**config.mk**
```make
export PLATFORM = sky130hd
export DESIGN_NAME = clk_period_meter
export DESIGN_NICKNAME = d
export VERILOG_FILES = /design/src/rtl/clk_period_meter_pkg.sv /design/src/rtl/sync_edge.sv /design/src/rtl/clk_period_meter.sv
export SDC_FILE = /design/constraint.sdc
export NUM_CORES = 1
export LEC_CHECK = 0
export ABC_AREA = 1
export ABC_CLOCK_PERIOD_IN_PS = 3300
export CORE_MARGIN = 2
export CORE_UTILIZATION = 50
export DETAILED_ROUTE_END_ITERATION = 10
export GPL_TIMING_DRIVEN = 0
export PLACE_DENSITY = 0.79
export SLEW_MARGIN = 20
export SYNTH_ARGS = -nofsm -noshare
export SYNTH_HDL_FRONTEND = slang
export SYNTH_SLANG_ARGS = --single-unit
```
**constraint.sdc**
```tcl
create_clock -name clk -period 3.3 [get_ports clk]
set_input_delay 0.33 -clock clk [delete_from_list [all_inputs] [get_ports clk]]
set_output_delay 0.33 -clock clk [all_outputs]
set_load 0.01 [all_outputs]
```
**src/rtl/clk_period_meter_pkg.sv**
```systemverilog
// Shared definitions for the clock period meter: FSM encoding and default parameters.
package clk_period_meter_pkg;

   typedef enum logic {
      ST_IDLE    = 1'b0,
      ST_MEASURE = 1'b1
   } meter_state_e;

   localparam int unsigned DEFAULT_WIDTH   = 16;
   localparam int unsigned DEFAULT_TIMEOUT = 1000;

endpackage

```
**src/rtl/sync_edge.sv**
```systemverilog
// Two-flop synchronizer for an asynchronous level plus one-cycle rise/fall strobes.
module sync_edge (
   input  logic clk,
   input  logic rst,
   input  logic d_i,
   output logic level_o,
   output logic rise_o,
   output logic fall_o
);

   logic s1_q;
   logic s2_q;
   logic prev_q;

   always_ff @(posedge clk or posedge rst) begin
      if (rst) begin
         s1_q   <= 1'b0;
         s2_q   <= 1'b0;
         prev_q <= 1'b0;
      end else begin
         s1_q   <= d_i;
         s2_q   <= s1_q;
         prev_q <= s2_q;
      end
   end

   assign level_o = s2_q;
   assign rise_o  = s2_q & ~prev_q;
   assign fall_o  = ~s2_q & prev_q;

endmodule

```
**src/rtl/clk_period_meter.sv**
```systemverilog
// Measures period and high time of a slow asynchronous square wave in clk cycles,
// with lock (two equal periods) and sticky no-edge timeout.
module clk_period_meter
   import clk_period_meter_pkg::*;
#(
   parameter int unsigned WIDTH   = DEFAULT_WIDTH,
   parameter int unsigned TIMEOUT = DEFAULT_TIMEOUT
) (
   input  logic             clk,
   input  logic             rst,
   input  logic             sig_in,
   output logic [WIDTH-1:0] period_o,
   output logic [WIDTH-1:0] high_o,
   output logic             valid_o,
   output logic             lock_o,
   output logic             timeout_o
);

   localparam logic [WIDTH-1:0] TimeoutW = WIDTH'(TIMEOUT);
   localparam logic [WIDTH-1:0] One      = WIDTH'(1);

   logic sig_level;
   logic sig_rise;
   logic sig_fall;

   sync_edge u_sync_edge (
      .clk     (clk),
      .rst     (rst),
      .d_i     (sig_in),
      .level_o (sig_level),
      .rise_o  (sig_rise),
      .fall_o  (sig_fall)
   );

   meter_state_e     state_q, state_d;
   logic [WIDTH-1:0] cnt_q, cnt_d;
   logic [WIDTH-1:0] hcnt_q, hcnt_d;
   logic [WIDTH-1:0] period_q, period_d;
   logic [WIDTH-1:0] high_q, high_d;
   logic [WIDTH-1:0] last_q, last_d;
   logic             valid_q, valid_d;
   logic             lock_q, lock_d;
   logic             timeout_q, timeout_d;
   logic [WIDTH-1:0] cnt_inc;

   // cnt stays below TIMEOUT <= 2^WIDTH-1, so the increment never wraps.
   assign cnt_inc = cnt_q + One;

   always_comb begin
      state_d   = state_q;
      cnt_d     = cnt_q;
      hcnt_d    = hcnt_q;
      period_d  = period_q;
      high_d    = high_q;
      last_d    = last_q;
      valid_d   = 1'b0;
      lock_d    = lock_q;
      timeout_d = timeout_q;
      case (state_q)
         ST_IDLE: begin
            cnt_d  = '0;
            hcnt_d = '0;
            last_d = '0;
            if (sig_rise) begin
               state_d = ST_MEASURE;
               hcnt_d  = One;
            end
         end
         ST_MEASURE: begin
            // A rise in the same cycle as the timeout condition takes priority.
            if (sig_rise) begin
               period_d  = cnt_inc;
               high_d    = hcnt_q;
               valid_d   = 1'b1;
               cnt_d     = '0;
               hcnt_d    = One;
               timeout_d = 1'b0;
               lock_d    = (cnt_inc == last_q);
               last_d    = cnt_inc;
            end else if (cnt_inc == TimeoutW) begin
               timeout_d = 1'b1;
               lock_d    = 1'b0;
               state_d   = ST_IDLE;
               cnt_d     = '0;
               hcnt_d    = '0;
            end else begin
               cnt_d = cnt_inc;
               if (sig_level && (hcnt_q != '1)) begin
                  hcnt_d = hcnt_q + One;
               end
            end
         end
         default: begin
            state_d = ST_IDLE;
         end
      endcase
   end

   always_ff @(posedge clk or posedge rst) begin
      if (rst) begin
         state_q   <= ST_IDLE;
         cnt_q     <= '0;
         hcnt_q    <= '0;
         period_q  <= '0;
         high_q    <= '0;
         last_q    <= '0;
         valid_q   <= 1'b0;
         lock_q    <= 1'b0;
         timeout_q <= 1'b0;
      end else begin
         state_q   <= state_d;
         cnt_q     <= cnt_d;
         hcnt_q    <= hcnt_d;
         period_q  <= period_d;
         high_q    <= high_d;
         last_q    <= last_d;
         valid_q   <= valid_d;
         lock_q    <= lock_d;
         timeout_q <= timeout_d;
      end
   end

   assign period_o  = period_q;
   assign high_o    = high_q;
   assign valid_o   = valid_q;
   assign lock_o    = lock_q;
   assign timeout_o = timeout_q;

   // A synchronized level cannot rise and fall in the same cycle.
   edge_exclusive_a: assert property (@(posedge clk) disable iff (rst) !(sig_rise && sig_fall));

endmodule

```
==> run_results.csv <==
group,metric,value,unit
sta,fin_crit_sh,0.752,
drt,drt_iter0_drc,247,
die,die_area,0.00885,mm^2
power,power_density,487,mW/mm^2
clock_tree,cts_resized,0,
power,p_total,2.33,mW
layout,final_util,0.612,
logic_synthesis,syn_avg_cell_area,8.16,um^2
critical_path,cp_slowest_cell,"dfrtp_1",
critical_path,worst-path-stages,13,
sta,slew_viol_final,0,
sta,finalSetupViolations,0,
critical_path,cp-end-kind,"flip-flop",
placed_design,routabilityCongestion,0.891,
power,p_sw_frac,0.288,
critical_path,cpLargestDelayFamily,"simple AND/OR/NAND/NOR gates",
critical_path,path_cells,"ha_1 > nand2_1 > nor2_2 > nand3_1 > nand2_1 > nand2_1 > nor2_1 > nand2_1 > nor2_2 > nand2_4 > nand2_8 > buf_8 > nor2_1",
placed_design,post_dp_cell_area,0.00458,mm^2
critical_path,cp_max_fo,10,
clock_tree,cts_tree,"yes",
critical_path,worst-setup-path-type,"flip-flop to flip-flop",
logic_synthesis,yosysUniqueCellTypes,30,
power,power.internal,1.66,mW
logic_synthesis,ys_seq_elements,87,
global_routing,grt_pass1_vias,3384,
sta,slew_headroom,0.590,
sta,max_slew.worst_pin.slew,0.613,ns
critical_path,crit_top_cell,"nand2_1",
drt,drt_wl_total,8860,um
die,start_util,0.519,
logic_synthesis,synth_edf_count,0,
placed_design,dp_hpwl,6380,um
global_routing,grt_overflow,0,
drt,drt-pass1-iter-count,4,
clock_tree,clkLatencyLatePin,0.36,ns
layout,finalNetCount,552,
worst_hold_path,holdCritPathClass,"primary input to asynchronous set/reset pin",
critical_path,cp-start-kind,"flip-flop",
logic_synthesis,syn-num-nets,503,
critical_path,crit_required,3.54,ns
critical_path,worstPathArrival,2.72,ns
die,die_w,94.1,um
layout,syn_to_final_growth,17.9,%
die,io_pins,38,
logic_synthesis,synth_seq_area_share,0.537,
job,maxCapViolCount,0,
global_routing,antenna_found_initial,0,
logic_synthesis,synthFlopType,"dfrtp_1",
sta,period_needed,2.48,ns
power,power_frac_comb,0.158,
layout,finalInstanceArea,0.00478,mm^2
layout,layout-drive-gt1-share,0.0672,
drt,drc,0,
drt,route.vias.total,3368,
clock_tree,cts.path.max_buffers,2,
sta,fmax,0.403,GHz
critical_path,path_buf_inv,1,
logic_synthesis,ys_warn_count,0,
sta,finalHoldViolCount,0,
layout,antenna_cells,0,
clock_tree,cts_setup_buffers,0,
power,power_frac_clock,0.317,
critical_path,reg2regPathDepth,13,
power,switchingPower,0.671,mW
clock_tree,path_clk_slew,0.08,ns
global_routing,grt_pass1_wl,15300,um
clock_tree,htreeDepth,3,
clock_tree,cts_hold_buf,0,
die,fp-row-count,32,
die,die_h,94.1,um
global_routing,grt_usage,0.222,
logic_synthesis,syn-instance-count,497,
die,core_area,0.00781,mm^2
drt,vias_per_cell,5.16,
placed_design,numPortBuffers,37,
drt,ant_nets,0,
clock_tree,cts_buffers,9,
drt,wl_per_cell,13.6,um
clock_tree,cts_root_buffer,"clkbuf_8",
logic_synthesis,async_reset_ff_frac,1.00,
power,p_leak,2.36,nW
sta,rsz0062_at_grt,"false",
logic_synthesis,synth_area,0.00406,mm^2
critical_path,crit_path_max_incr_delay,0.54,ns
power,p_seq_frac,0.525,
power,vdd_drop_max,0.000286,V
clock_tree,clock-sinks,87,
global_routing,grt_max_degree,50,
sta,skew,0.0100,ns
run_status,status,"finished clean",
worst paths after layout:
| check | from | endpoint | slack [ns] |
|---|---|---|---|
| min in group clk | u_sync_edge.s1_q | u_sync_edge.level_o | 0.36 |
| worst max register to register | cnt_q[0] | hcnt_q[11] | 0.82 |
| worst min-delay path | rst | u_sync_edge.s1_q | 0.36 |
| max in group asynchronous | rst | cnt_q[12] | 2.35 |
| worst max-delay path | cnt_q[0] | hcnt_q[11] | 0.82 |
| worst min register to register | u_sync_edge.s1_q | u_sync_edge.level_o | 0.36 |
cell usage in the layout, fill, tap and decap left out, types with 2 or more instances in the layout:
cell type	count
xnor2_1	3
clkbuf_8	9
nand4_1	8
nor3b_1	3
nand3_1	27
clkdlybuf4s50_1	37
xor2_1	10
ha_1	3
nor3_1	8
clkinvlp_4	2
inv_1	61
o21ai_0	32
nand2_2	5
dfrtp_1	87
clkinv_2	3
a21oi_2	2
nor2_2	6
nand2_1	155
o211ai_1	3
clkbuf_1	7
a21oi_1	9
nor2_1	55
worst register-to-register path: stages (launching register included):
cell and delay, ns:
dfrtp_1 0.54, ha_1 0.28, nand2_1 0.11, nor2_2 0.22
nand3_1 0.11, nand2_1 0.11, nand2_1 0.12, nor2_1 0.17
nand2_1 0.09, nor2_2 0.14, nand2_4 0.13, nand2_8 0.14
buf_8 0.16, nor2_1 0.06
synth_stat cells, drive strengths merged (7+ instances only):
| master | number | share of area |
|---|---|---|
| a21oi | 11 | 0.015 |
| clkbuf | 7 | 0.0065 |
| dfrtp | 87 | 0.54 |
| inv | 62 | 0.057 |
| nand2 | 162 | 0.16 |
| nand3 | 28 | 0.038 |
| nand4 | 8 | 0.012 |
| nor2 | 61 | 0.060 |
| nor3 | 8 | 0.0099 |
| o21ai | 33 | 0.041 |
| xor2 | 10 | 0.022 |
per-stage QoR:
stage | hold slack [ns] | setup TNS (ns) | cells | worst slack, ns
finish | 0.356 | 0 | 653 | 0.820
global route | 0.368 | 0 | 653 | 0.594
CTS | 0.355 | 0 | 653 | 0.856
detailed placement | 0.338 | 0 | 637 | 0.870
global placement | 0.333 | -51.35 | 636 | -0.595
floorplan | 0.331 | 0 | 497 | 0.720
area by class of cell:
class	count	area [um^2]
tap	102	128
multi-input combinational	337	1580
inverter	63	240
buffer	10	56.3
sequential	87	2180
clock buffer	9	124
timing repair buffer	38	398
clock inverter	7	72.6
fill	683	3030
routing by layer:
metal  part of all wire  GRT usage  up-vias  wire length, um
li1                   -          -     1652                -
met1               0.42      0.282     1591             3740
met2               0.49      0.371      100             4350
met3              0.057     0.0417       25              505
met4              0.029     0.0954        0              260
met5                  0          0        -                0
sequential cells by signal, indices dropped and copies added, names as in the netlist:
signal               flops
cnt_q                   16
hcnt_q                  16
high_o                  16
last_q                  16
lock_o                   1
period_o                16
state_q                  1
timeout_o                1
u_sync_edge.level_o      1
u_sync_edge.prev_q       1
u_sync_edge.s1_q         1
valid_o                  1
power groups by stage:
| stage | sequential (mW) | clock, mW | combinational [mW] |
|---|---|---|---|
| floorplan | 1.24 | 0 | 0.215 |
| global placement | 1.24 | 0 | 0.356 |
| detailed placement | 1.24 | 0 | 0.367 |
| CTS | 1.22 | 0.752 | 0.368 |
| global route | 1.24 | 0.800 | 0.417 |
| finish | 1.22 | 0.738 | 0.367 |
cells by family after synthesis:
kind of cell / Yosys count / share of synthesized area
fa+ha+maj: 3 / 0.00926
compound gates: 50 / 0.0670
buf+inv: 73 / 0.0725
flops: 87 / 0.537
xor+xnor: 13 / 0.0281
simple gates: 271 / 0.286
No activity file was read; power rests on OpenSTA's default activity.
